===== src/rtl/fetch_unit.sv =====
// -----------------------------------------------------------------------------
// fetch_unit
//   Instruction-fetch stage: PC register, next-PC logic, instruction-memory
//   request port, DEPTH-entry prefetch queue and IF/ID pipeline register.
//   Handles decode stalls, branch/jump redirect with flush, memory wait-states
//   and a same-cycle bypass from memory to IF/ID when the queue is empty.
//
// Ports
//   clk          clock, rising edge
//   rst          asynchronous reset, active-low
//   imem_req     fetch request valid
//   imem_addr    fetch address (same as fetch_pc)
//   imem_ready   memory accepts request; imem_rdata valid in the same cycle
//   imem_rdata   instruction word
//   redirect     load redirect_pc and flush queue / IF/ID
//   redirect_pc  new fetch address
//   id_stall     decode cannot accept; IF/ID holds
//   id_valid     IF/ID holds a real instruction
//   id_pc        PC of the IF/ID instruction
//   id_ir        IF/ID instruction word
//   fetch_pc     current fetch PC
// -----------------------------------------------------------------------------
module fetch_unit #(
    parameter int                ADDR_W   = 16,
    parameter int                DATA_W   = 16,
    parameter logic [ADDR_W-1:0] RESET_PC = '0,
    parameter int                PC_STEP  = 1,
    parameter int                DEPTH    = 2
) (
    input  logic              clk,
    input  logic              rst,
    output logic              imem_req,
    output logic [ADDR_W-1:0] imem_addr,
    input  logic              imem_ready,
    input  logic [DATA_W-1:0] imem_rdata,
    input  logic              redirect,
    input  logic [ADDR_W-1:0] redirect_pc,
    input  logic              id_stall,
    output logic              id_valid,
    output logic [ADDR_W-1:0] id_pc,
    output logic [DATA_W-1:0] id_ir,
    output logic [ADDR_W-1:0] fetch_pc
);

    localparam int                PTR_W = (DEPTH > 1) ? $clog2(DEPTH) : 1;
    localparam int                CNT_W = $clog2(DEPTH + 1);
    localparam logic [ADDR_W-1:0] STEP  = ADDR_W'(PC_STEP);
    localparam logic [CNT_W-1:0]  FULL  = CNT_W'(DEPTH);
    localparam logic [PTR_W-1:0]  LAST  = PTR_W'(DEPTH - 1);

    typedef enum logic {BOOT, RUN} fetchState_e;

    typedef struct packed {
        logic [ADDR_W-1:0] pc;
        logic [DATA_W-1:0] ir;
    } fetchEntry_t;

    fetchState_e       state;
    logic [ADDR_W-1:0] fetchPc;
    logic [CNT_W-1:0]  count;
    logic [PTR_W-1:0]  rdPtr;
    logic [PTR_W-1:0]  wrPtr;
    fetchEntry_t       qMem [DEPTH];

    fetchEntry_t       headEntry;
    logic              accept;
    logic              qEmpty;
    logic              pop;
    logic              bypass;
    logic              push;

    function automatic logic [PTR_W-1:0] nextPtr(input logic [PTR_W-1:0] p);
        return (p == LAST) ? '0 : p + PTR_W'(1);
    endfunction

    // Request depends only on registered state, never on id_stall/imem_ready;
    // a full queue that pops this cycle still suppresses the request.
    assign imem_req  = (state == RUN) && (count < FULL);
    assign imem_addr = fetchPc;
    assign fetch_pc  = fetchPc;

    assign headEntry = qMem[rdPtr];
    assign qEmpty    = (count == '0);
    assign accept    = imem_req && imem_ready && !redirect;
    assign pop       = !redirect && !id_stall && !qEmpty;
    // Bypass keeps FIFO order: only legal when nothing older is queued.
    assign bypass    = accept && !id_stall && qEmpty;
    assign push      = accept && !bypass;

    // Queue storage needs no reset; count/pointers define what is valid.
    always_ff @(posedge clk) begin
        if (push) begin
            qMem[wrPtr] <= '{pc: fetchPc, ir: imem_rdata};
        end
    end

    always_ff @(posedge clk or negedge rst) begin
        if (!rst) begin
            state    <= BOOT;
            fetchPc  <= RESET_PC;
            count    <= '0;
            rdPtr    <= '0;
            wrPtr    <= '0;
            id_valid <= 1'b0;
            id_pc    <= '0;
            id_ir    <= '0;
        end else begin
            // BOOT lasts exactly one edge, redirect or not.
            state <= RUN;

            if (redirect) begin
                // Flush wins over stall, accept and pop; the response in
                // this cycle is dropped.
                fetchPc  <= redirect_pc;
                count    <= '0;
                rdPtr    <= '0;
                wrPtr    <= '0;
                id_valid <= 1'b0;
            end else begin
                if (accept) begin
                    fetchPc <= fetchPc + STEP;
                end
                if (push) begin
                    wrPtr <= nextPtr(wrPtr);
                end
                if (pop) begin
                    rdPtr <= nextPtr(rdPtr);
                end
                case ({push, pop})
                    2'b10:   count <= count + CNT_W'(1);
                    2'b01:   count <= count - CNT_W'(1);
                    default: count <= count;
                endcase

                if (!id_stall) begin
                    if (!qEmpty) begin
                        id_valid <= 1'b1;
                        id_pc    <= headEntry.pc;
                        id_ir    <= headEntry.ir;
                    end else if (accept) begin
                        id_valid <= 1'b1;
                        id_pc    <= fetchPc;
                        id_ir    <= imem_rdata;
                    end else begin
                        // Bubble: pc/ir keep their last values.
                        id_valid <= 1'b0;
                    end
                end
            end
        end
    end

endmodule


===== config.mk =====
export PLATFORM = sky130hd
export DESIGN_NAME = fetch_unit
export DESIGN_NICKNAME = d
export VERILOG_FILES = /design/src/rtl/fetch_unit.sv
export SDC_FILE = /design/constraint.sdc
export NUM_CORES = 1
export LEC_CHECK = 0
export ABC_AREA = 1
export CORE_ASPECT_RATIO = 1.5
export CORE_MARGIN = 4
export CORE_UTILIZATION = 25
export CTS_CLUSTER_DIAMETER = 30
export CTS_CLUSTER_SIZE = 16
export DETAILED_ROUTE_END_ITERATION = 8
export GPL_TIMING_DRIVEN = 0
export PLACE_DENSITY = 0.55
export SLEW_MARGIN = 20
export SYNTH_ARGS = -nofsm -noshare
export SYNTH_HDL_FRONTEND = slang
export SYNTH_SLANG_ARGS = --single-unit
export TNS_END_PERCENT = 20

===== constraint.sdc =====
create_clock -name clk -period 3.4 [get_ports clk]
set_input_delay 0.85 -clock clk [delete_from_list [all_inputs] [get_ports clk]]
set_output_delay 0.85 -clock clk [all_outputs]
set_load 0.02 [all_outputs]

# Word level (Yosys, flattened, before mapping)

Memories as Yosys holds them, arrays and structs flattened.
Index checks and enable logic that the tools add are counted.

Memories: 1
Register bits after elaboration: 54
Output and inout bits: 66
Bits of input ports: 37
Bits in writable memories: 64

Memory list:

| name | depth | bits a word | rd ports | clocked after memory_dff | wr ports | line | text |
|---|---|---|---|---|---|---|---|
| qMem | 2     | 32          | 1        | 0                        | 1        | 63   | `fetchEntry_t qMem [DEPTH];` |

Reductions and logical operators: 18
Eq/ne operators: 4
$lt $le $gt $ge: 1
Add/sub/neg operators: 5
Muxes and demuxes: 20
Bitwise operators: 2

Operator list:

| operator              | count |
|---|---|
| $mux 16               | 6 |
| $add 16x1->16 const B | 1 |
| $mux 1                | 12 |
| $logic_and 1x1->1     | 8 |
| $reduce_bool 2->1     | 3 |
| $logic_not 1->1       | 4 |
| $ne 2x2->1 const B    | 2 |
| $pmux 2 s2            | 1 |
| $reduce_and 3->1      | 1 |
| $reduce_bool 3->1     | 1 |
| $add 1x1->1 const B   | 2 |
| $add 2x1->2 const B   | 1 |
| $eq 2x1->1 const B    | 1 |
| $eq 2x2->1 const B    | 1 |
| $logic_not 2->1       | 1 |
| $lt 2x2->1 const B    | 1 |
| $mux 2                | 1 |
| $not 1->1             | 2 |
| $sub 2x1->2 const B   | 1 |

# Logic depth before layout (Yosys ltp)

Gate-level depths: netlist (run 1).

Depth in word-level cells: 11
Depth in mapped cells: 9
Gate-level depth less buffers: 9

# Worst setup path after synthesis (run 1)

OpenSTA, ideal clock, no wires.

Path type: input to register
From: input port redirect
To: memory qMem[0][0] (netlist bit) (enable)
Arrival time: 2.730 ns
Setup slack: 0.249 ns
Path buffers: 0
Setup time: 0.421 ns
Stages on the path: 5
Cells stage by stage: inv_2 > nand3_4 > inv_4 > o21ai_0 > nor2_1

Cells in the longest elaborated chain, start to end: 8

RTL lines:

| item                             | line | text |
|---|---|---|
| from (decl)                      | 36   | `input logic redirect,` |
| $logic_not 1->1 (*)              | 84   | `assign accept = imem_req && imem_ready && !redirect;` |
| $logic_and 1x1->1 (*)            | 84   |  |
| $logic_and 1x1->1 (2 in series)  | 87   | `assign bypass = accept && !id_stall && qEmpty;` |
| $logic_not 1->1                  | 88   | `assign push = accept && !bypass;` |
| $logic_and 1x1->1 (*)            | 88   |  |
| $mux 1 (*)                       | 92   | `if (push) begin` |
| $mux 1 (not written as such) (*) | 93   | `qMem[wrPtr] <= '{pc: fetchPc, ir: imem_rdata};` |
| to (decl)                        | 63   |  |

Mark *: on every way between the ends. The rest lies on a longest branch, timed or not.

# Worst setup path after layout (run 1)

From: input port redirect
To: memory qMem[0][12] (netlist bit) (enable)

The elaborated chain is that of the path after synthesis.

==> results of run 1 <==
stage by stage:
stage | std cells | util, % | setup TNS, ns
3_3_place_gp | 900 | 31.9 | -129.71
6_report | 934 | 35.3 | 0
3_5_place_dp | 903 | 32.3 | -0.382
4_1_cts | 934 | 35.3 | 0
5_1_grt | 934 | 35.3 | 0
2_1_floorplan | 530 | - | 0
synth_stat cells, drive strengths merged (2+ instances only):
master  number
nand2      142
o21ai       84
edfxtp      64
inv         56
dfrtp       54
buf         28
nor2        25
mux2i       24
nand3       21
clkbuf       8
o211ai       5
nand4        4
a21oi        3
xnor2        3
a31oi        2
report_power, final:
group	total (mW)	internal (mW)	leakage [nW]	switching [mW]
registers	1.97	1.78	1.25	0.198
clock network	1.92	1.31	0.301	0.614
logic	1.71	0.774	1.55	0.939
total	5.61	3.86	3.10	1.75
routing by layer:
layer | vias up | GRT usage [%]
li1 | 2001 | -
met1 | 1868 | 14.0
met2 | 76 | 22.9
met3 | 16 | 2.97
met4 | 0 | 4.29
met5 | - | 0
path summary, 6_finish.rpt:
path,depth (start not counted),end,from,slack (ns)
max,7,qMem[0][12]$_DFFE_PP_,redirect,0.47
min reg2reg,2,id_ir[5]$_DFFE_PN0P_,id_ir[5]$_DFFE_PN0P_,0.49
min in group clk,2,id_ir[5]$_DFFE_PN0P_,id_ir[5]$_DFFE_PN0P_,0.49
max reg2reg,6,qMem[0][12]$_DFFE_PP_,count[1]$_DFFE_PN0P_,1.08
max in group asynchronous,2,id_ir[13]$_DFFE_PN0P_,rst,2.53
min,1,id_pc[11]$_DFFE_PN0P_,rst,0.36
worst max-delay path: stages:
cell and delay (ns):
clkdlybuf4s50_1 0.50, inv_2 0.25, nand3_4 0.16, inv_4 0.14
o21ai_0 0.29, nor2_4 0.59, buf_16 0.23
final cells by class:
| type | instances | area share [%] |
|---|---|---|
| Buffer | 36 | 3.26 |
| Clock buffer | 21 | 6.08 |
| Clock inverter | 10 | 2.42 |
| Inverter | 56 | 2.90 |
| Multi-Input combinational cell | 320 | 21.9 |
| Sequential cell | 118 | 44.2 |
| Tap cell | 268 | 4.53 |
| Timing Repair Buffer | 105 | 14.8 |
layout by cell type, fill, tap and decap left out, types with 2 or more instances in the layout:
cell / instances
buf_2: 6
nor2_1: 20
inv_4: 2
nand4_1: 4
clkbuf_16: 17
nor2_2: 2
xnor2_1: 3
nand2_1: 141
nor2_4: 3
buf_4: 19
mux2i_1: 24
edfxtp_1: 64
o21ai_1: 32
o21ai_0: 50
o21ai_2: 2
dfrtp_1: 54
buf_6: 4
nand3_1: 19
a21oi_1: 3
buf_16: 2
clkdlybuf4s50_1: 101
o211ai_1: 5
inv_1: 52
inv_2: 2
clkbuf_1: 10
bufinv_16: 5
clkinvlp_4: 2
clkinv_2: 2
a31oi_1: 2
cells by family after synthesis:
kind of cell | after synthesis
AOI/OAI and AO/OA | 96
xor gates and xnor gates | 3
adders and majority gates | 1
buffers and inverters | 92
DFF | 118
muxes | 24
other | 1
and+or+nand+nor | 195
state kept, by name (all words and copies together), names as in the netlist:
| signal | cells |
|---|---|
| id_ir | 16 |
| wrPtr | 1 |
| count | 2 |
| id_pc | 16 |
| id_valid | 1 |
| rdPtr | 1 |
| qMem | 64 |
| fetch_pc | 16 |
| state | 1 |
==> impl_results.md, run 1 <==
* Run status: completed
* Initial Util at 25.4%
* TritonCTS Buffers at 17
* Nets at 692
* Synth area leader: edfxtp_1
* Worst Hold Class: in -> async
* Final Instance Area at 7410 um^2
* Post-synth EDFFs at 64
* Synth Area in Compound Gates at 9.55%
* Largest fanout on the critical path at 17
* Iter 0 DRT Violations at 233
* Chip Width at 127 um
* Syn_area_per_cell at 10.1 um^2
* Clock Path Buffers at 2
* Layout cells sized above 1 at roughly 11%
* Startpoint Class: input pin
* Final worst slack at roughly 0.47 ns
* Setup Skew at roughly 0.011 ns
* Top layer reached by signal wires: met4
* CTS tree: yes
* CORE AREA at 21000 um^2
* Peak VDD IR at 0.000378 V
* Remaining Overflow, GRT at 0
* Largest family of logic cells by synthesized area: simple AND/OR/NAND/NOR gates
* Largest net degree at the start of global routing at 33
* Asr flop ratio synth at roughly 46%
* Synthesized area at 5340 um^2
* # DRC at 0
* Worst setup EP type: flop
* Wire length on met3 at roughly 430 um
* Max Clk Rate at 341 MHz
* Max-cap violations at 0
* Netlist cell types at 34
* CTS Hold Bufs at 0
* Fin crit period at 2.93 ns
* Final Hold Vio Count at 0
* Wire length on met2 at 7790 um
* Crit Path Category: in -> reg
* Total Routing Usage GR at 12.5%
* Worst slew pin tran at 0.777 ns
* Required @ worst endpoint at 3.51 ns
* Clock Tree Root: clkbuf_16
* RSZ-0062 raised after global routing: no
* Clk Latency, worst-skew pair at 0.41 ns
* Final setup fails at 0
* Synthesized flop and latch total at 118
* Crit path arrival time at between 3 and 4 ns
* Placer Congestion at roughly 0.79
* Clock sink count at between 100 and 150
* CTS-repair resized insts at 0
* Mapped Nets at 568
* Total power at ~5.6 mW
* P_leak at 3.10 nW
* DIE AREA at 23800 um^2
* Area Growth Syn to Fin at 38.9%
* Filler cell count in the final layout at roughly 2100
* First-pass GRT wire length at 22800 um
* WL met1 at 5820 um
* Final period utilization at 86.3%
* Adder-cell area share of the yosys netlist at 0.235%
* Post-synthesis mux area share at 4.50%
* Min Hold Slack at 0.358 ns
* Via Count at 3961
* I/O Buffers at 102
* Multi-input gate area at 1620 um^2
* Number of global-route vias before repair at 4258
* Routed WL at 14200 um
* Yosys top cell area share at between 30% and 40%
* Clk slew on worst S/H paths at 0.05 ns
* Top Ports at 103
* Relative slew slack at between 40 and 50%
* Post-CTS setup buffers at 0
* Initial antenna violation count at 0
* Max-slew violations at 0
* Area share of and/or/nand/nor cells after synthesis at 15.2%
* Post-synthesis instance total at 530
* Post-Synth XOR/XNOR Area at less than 1%
* Cell Rows at 65
* Storage cell area at 3270 um^2
* Power per cell area at 757 nW/um^2
* DRT Pass-1 Iters at 4
* Area contributors post-synth: edfxtp_1 (36%), dfrtp_1 (25%), nand2_1 (9.9%), o21ai_0 (4.7%), mux2i_1 (4.5%)
* Placed cell area at 6780 um^2
* N_diodes at 0
* Seq/Total Area, Yosys at 61.4%
* Synth Flop Type: edfxtp_1
* Post-detail-place hpwl at 10500 um
* Yosys Warn Count at 0
* H-tree level count at 4
* Setup Slack @ Placement at -0.0252 ns
* Routed Antenna Nets at 0
* Die Height at approximately 190 um
* Vias/cell at between 4 and 5
* Routed length per instance at 15.2 um
(Power assumes the default switching activity.)
==> run 2: changes to the inputs <==
--- a/config.mk
+++ b/config.mk
@@ -12,8 +12,9 @@
 export CTS_CLUSTER_DIAMETER = 30
 export CTS_CLUSTER_SIZE = 16
 export DETAILED_ROUTE_END_ITERATION = 8
+export DONT_BUFFER_PORTS = 1
 export GPL_TIMING_DRIVEN = 0
-export PLACE_DENSITY = 0.55
+export PLACE_DENSITY = 0.49
 export SLEW_MARGIN = 20
 export SYNTH_ARGS = -nofsm -noshare
 export SYNTH_HDL_FRONTEND = slang
==> run 2 against run 1 <==
Against the previous run: flip-flop and latch count stayed put; final area is 15% lower; utilization is 5.2 points lower; critical path depth is 1 lower; final cell count is 11% lower; largest power group unchanged; fmax is 20% higher; largest cell class unchanged; clock-buffer cell count is 2 lower; first-iteration DRC count is 16% lower; via count is 4.8% lower.
==> impl_results.md, run 2 (synthesized netlist as in run 1, its figures left out) <==
* Nets at 589
* First-pass GRT wire length at 22900 um
* R2r worst-path depth at 6
* Filler cell count in the final layout at 2187
* NetSw at 1.74 mW
* Leading cell type in the layout, fill and taps excluded: nand2_1
* I/O Buffers at 0
* Run status: completed
* Family with the most delay on the worst path: simple AND/OR/NAND/NOR gates
* Cell Rows at 65
* H-tree level count at 4
* Top Ports at 103
* Via Count at about 3800
* Die Height at 187 um
* Cell Chain, Critical Path: nor2_4 -> nand3_4 -> inv_4 -> o21ai_0 -> nor2_4 -> buf_16
* Power per cell area at 783 nW/um^2
* Initial Util at between 20% and 30%
* Vias/cell at about 4.5
* Remaining Overflow, GRT at 0
* Largest net degree at the start of global routing at between 50 and 60
* Max-slew violations at 0
* Routed WL at 14700 um
* Largest fanout on the critical path at 17
* Worst setup EP type: flop
* Clock Tree Root: clkbuf_16
* Relative slew slack at 47.3%
* CTS-repair resized insts at 0
* Crit path buf inv count at 2
* CTS Hold Bufs at 0
* WP depth at 6
* Reg with most FFs: qMem
* Initial antenna violation count at 0
* Clk Latency, worst-skew pair at 0.41 ns
* Post-detail-place hpwl at 10700 um
* Slowest stage cell on the critical path: nor2_4
* Total negative slack at 0 ns
* Routed length per instance at 17.7 um
* Peak VDD IR at between 0.0003 and 0.0004 V
* Total Routing Usage GR at around 13%
* Iter 0 DRT Violations at 196
* TritonCTS Buffers at 17
* Final Core Density at 30.1%
* Clk slew on worst S/H paths at 0.06 ns
* Startpoint Class: flop
* Number of flip-flops under the largest register name at 64
* # DRC at 0
* RSZ-0062 raised after global routing: no
* Setup Skew at 0.00884 ns
* Routed Antenna Nets at 0
* Worst Hold Class: in -> async
* Area Growth Syn to Fin at 18.4%
* Int Power at 3.21 mW
* Critical Path Max Stage Delay at 0.60 ns
* Final setup fails at 0
* Crit Path Category: reg -> reg
* Max Clk Rate at 408 MHz
* N_diodes at 0
* Final period utilization at 72.1%
* Crit path arrival time at 2.57 ns
* Number of global-route vias before repair at 3943
* Logic pwr share at between 10% and 20%
* Most frequent CP cell: nor2_4
* CORE AREA at between 20000 and 25000 um^2
* Clock sink count at between 100 and 150
* Most frequent cells in the layout: nand2_1 (141), edfxtp_1 (64), dfrtp_1 (54), inv_1 (52), o21ai_0 (50)
* Switching part of the total at between 30% and 40%
* Storage cell area at 3270 um^2
* Clock network power share at 35.4%
* Placer Congestion at 0.876
* CTS tree: yes
* Post-CTS setup buffers at 0
* P_leak at 2.67 nW
* Fin crit period at 2.45 ns
* Chip Width at approximately 130 um
* Worst slew pin tran at 0.783 ns
* DRT Pass-1 Iters at 4
* DIE AREA at 23800 um^2
* Multi-input gate area at 1620 um^2
* Clock Path Buffers at 2
* Required @ worst endpoint at ~3.5 ns
* Final Hold Vio Count at 0
* Max-cap violations at 0
* Flop pwr share at 46.3%
* Layout cells sized above 1 at between 10% and 20%
run 2: changes by cell type in the layout (fill, tap and decap cells not counted), sizes merged:
cell	before	now
buf	32	30
clkinv	3	8
clkdlybuf4s50	101	0
clkinvlp	2	3
bufinv	5	2
clkbuf	29	27
run 2: power groups by stage:
stage / clock network [mW] / logic (mW) / registers, mW
finish: 1.75 / 0.903 / 2.29
global route: 1.85 / 1.02 / 2.34
CTS: 1.79 / 0.924 / 2.31
detailed placement: 0 / 0.919 / 2.34
global placement: 0 / 0.882 / 2.33
floorplan: 0 / 0.698 / 2.22
run 2: metal layers:
layer  vias up  wire, um  global-route usage (%)
met3        28       799                    3.83
li1       1796         -                       -
met1      1844      5480                    13.3
met2       103      7980                    23.1
met4         0       456                    6.56
met5         -         0                       0
run 2: cell type report:
type | instances | area share [%]
multi-input combinational | 320 | 25.6
buffer | 36 | 3.82
timing repair buffer | 2 | 0.871
sequential | 118 | 51.8
clock inverter | 13 | 2.12
inverter | 56 | 3.41
tap | 268 | 5.31
clock buffer | 19 | 7.01
run 2: through the flow:
stage	setup slack [ns]	power, mW	instance area [um^2]	instances	hold slack (ns)
4_1_cts	0.922	5.03	6320	832	0.102
3_5_place_dp	0.596	3.26	5740	800	0.558
2_1_floorplan	0.249	2.92	5340	530	0.484
3_3_place_gp	-0.932	3.21	5670	798	0.499
5_1_grt	0.777	5.21	6320	832	0.0965
6_report	0.950	4.95	6320	832	0.125
run 2: worst paths after layout:
kind	startpoint	slack, ns	to
worst max-delay path	count[1]$_DFFE_PN0P_	0.95	qMem[0][8]$_DFFE_PP_
max in group asynchronous	rst	3.17	id_ir[13]$_DFFE_PN0P_
worst min register to register	wrPtr$_DFFE_PN0P_	0.57	wrPtr$_DFFE_PN0P_
worst min-delay path	rst	0.12	fetch_pc[12]$_DFFE_PN0P_
worst max register to register	count[1]$_DFFE_PN0P_	0.95	qMem[0][8]$_DFFE_PP_
min in group clk	imem_rdata[6]	0.53	qMem[1][6]$_DFFE_PP_
run 2: worst reg2reg max path, stage by stage (launching register included):
cell,delay (ns)
dfrtp_1,0.46
nor2_4,0.25
nand3_4,0.16
inv_4,0.14
o21ai_0,0.29
nor2_4,0.60
buf_16,0.24
==> run 3: changes to the inputs <==
==> constraint.sdc (replaced) <==
create_clock -name clk -period 2.3 [get_ports clk]
set_input_delay 0.575 -clock clk [delete_from_list [all_inputs] [get_ports clk]]
set_output_delay 0.575 -clock clk [all_outputs]
set_load 0.02 [all_outputs]
==> run 3 against run 2 <==
Against the previous run: via count decreased by 0.69%; clock power increased by 45%; clock skew shrank 0.0019 ns; fmax grew 15%; combinational power increased by 48%; routed wire length fell by 3.2%; sequential share of layout area down 0.11 points; die area unchanged; register-to-register slack worse by 0.77 ns; critical endpoint is now qMem[1][10]$_DFFE_PP_; largest power group unchanged.
==> impl_results.md, run 3 (synthesized netlist as in run 1, its figures left out) <==
* DIE AREA at 23800 um^2
* Worst Hold Class: in -> async
* Reg with most FFs: qMem
* DRT Pass-1 Iters at 4
* Crit path arrival time at 2.23 ns
* Clk slew on worst S/H paths at 0.06 ns
* Cell Chain, Critical Path: nor2_4 -> nand3_4 -> inv_4 -> o21ai_1 -> nor2_4 -> buf_12
* Max-cap violations at 0
* RSZ-0062 raised after global routing: no
* Max Clk Rate at 471 MHz
* Most frequent CP cell: nor2_4
* Power per cell area at 1140 nW/um^2
* CORE AREA at about 21000 um^2
* Post-detail-place hpwl at 10300 um
* Number of global-route vias before repair at 3745
* Final period utilization at 92.3%
* Via Count at 3745
* Clock sink count at 118
* Initial Util at 25.4%
* Worst setup EP type: flop
* Final setup fails at 0
* Cells after DPL at 800
* Slowest stage cell on the critical path: dfrtp_1
* Setup Skew at around 0.0070 ns
* Run status: completed
* Startpoint Class: flop
* Final Instance Area at 6330 um^2
* Final Hold Vio Count at 0
* Final std cells w/o fill at 835
* Clk Latency, worst-skew pair at 0.41 ns
* Largest net degree at the start of global routing at 55
* Top Ports at 103
* First-pass GRT wire length at about 22000 um
* Max-slew violations at 0
* Leading cell type in the layout, fill and taps excluded: nand2_1
* Clock Tree Root: clkbuf_16
* Most frequent cells in the layout: nand2_1 (141), edfxtp_1 (64), dfrtp_1 (54), inv_1 (52), o21ai_0 (49)
* Final Core Density at 30.2%
* Largest fanout on the critical path at 23
* Vias/cell at 4.49
* R2r worst-path depth at 6
* # DRC at 0
* N_diodes at 0
* Iter 0 DRT Violations at approximately 140
* I/O Buffers at 0
* Routed WL at 14200 um
* Routed Antenna Nets at 0
* Fin crit period at 2.12 ns
* Routed length per instance at 17.1 um
* P_leak at 2.67 nW
* Family with the most delay on the worst path: simple AND/OR/NAND/NOR gates
* Placed cell area at 5730 um^2
* Die Height at 187 um
* H-tree level count at 4
* Min Hold Slack at ~0.040 ns
* Total Routing Usage GR at ~12%
* Nets at 592
* CTS tree: yes
* Initial antenna violation count at 0
* WP depth at 6
* Placer Congestion at 0.834
* Crit path buf inv count at 2
* Chip Width at 127 um
* Filler cell count in the final layout at 2181
* TritonCTS Buffers at 17
* Cell Rows at between 60 and 70
* Crit Path Category: reg -> reg
* Total power at just over 7 mW
* Required @ worst endpoint at 2.41 ns
* Peak VDD IR at 0.000502 V
* Worst slew pin tran at 0.567 ns
* Critical Path Max Stage Delay at 0.45 ns
* Area Growth Syn to Fin at 18.7%
* Relative slew slack at a little over 60%
* Number of flip-flops under the largest register name at 64
* Remaining Overflow, GRT at 0
* Clock Path Buffers at 2
* Layout cells sized above 1 at 13.4%
## run 3: cell count changes in the layout (fill, tap and decap cells not counted), sizes merged
cell      before  now
inv           56   57
clkinvlp       3    4
clkbuf        27   25
buf           30   33
## run 3: path summary, 6_finish.rpt
check                                startpoint                        to  slack, ns
max                        count[1]$_DFFE_PN0P_     qMem[1][10]$_DFFE_PP_       0.18
min                                         rst  fetch_pc[12]$_DFFE_PN0P_       0.04
max reg2reg                count[1]$_DFFE_PN0P_     qMem[1][10]$_DFFE_PP_       0.18
min reg2reg                   wrPtr$_DFFE_PN0P_         wrPtr$_DFFE_PN0P_       0.59
max in group asynchronous                   rst     id_ir[11]$_DFFE_PN0P_       2.00
min in group clk                  imem_rdata[5]      qMem[1][5]$_DFFE_PP_       0.26
## run 3: layout make-up
cell class,instances,area (um^2),area share (%)
repair buffers,5,82.6,1.30
multi-input cells,320,1620,25.6
plain buffers,36,241,3.81
clock buffers,17,425,6.72
flip-flops and latches,118,3270,51.7
inverters,56,215,3.40
well taps,268,335,5.30
clock inverters,15,138,2.17
## run 3: worst register-to-register path, delay by kind of cell (launching register included)
kind / cells / cell delay (ns)
buf+inv: 2 / 0.39
simple gates: 3 / 0.77
flops: 1 / 0.45
compound gates: 1 / 0.20
## run 3: layer usage
metal,vias up,share of wire (%),GRT usage [%]
met3,12,5.2,3.74
li1,1800,-,-
met1,1840,38,13.2
met2,93,55,22.7
met5,-,0,0
met4,0,1.5,4.67
## run 3: where the power goes
group | switching, mW | internal [mW] | leakage, nW
Sequential | 0.758 | 2.62 | 1.25
Clock | 0.953 | 1.57 | 0.265
Combinational | 0.824 | 0.516 | 1.16
Total | 2.54 | 4.71 | 2.67
## run 3: repair_timing
action | CTS | global route
resized for setup | 1 | 0
hold buffers | 1 | 0
endpoints found under the hold margin | 54 | 0
setup buffers | 2 | 0
setup endpoints to repair | 46 | 0
## run 3: metrics by stage
| step | setup slack, ns | setup TNS, ns |
|---|---|---|
| global placement | -0.900 | -56.91 |
| CTS | 0.132 | 0 |
| global route | 0.0587 | 0 |
| finish | 0.178 | 0 |
| floorplan | -0.0908 | -5.81 |
| detailed placement | -0.0890 | -3.73 |
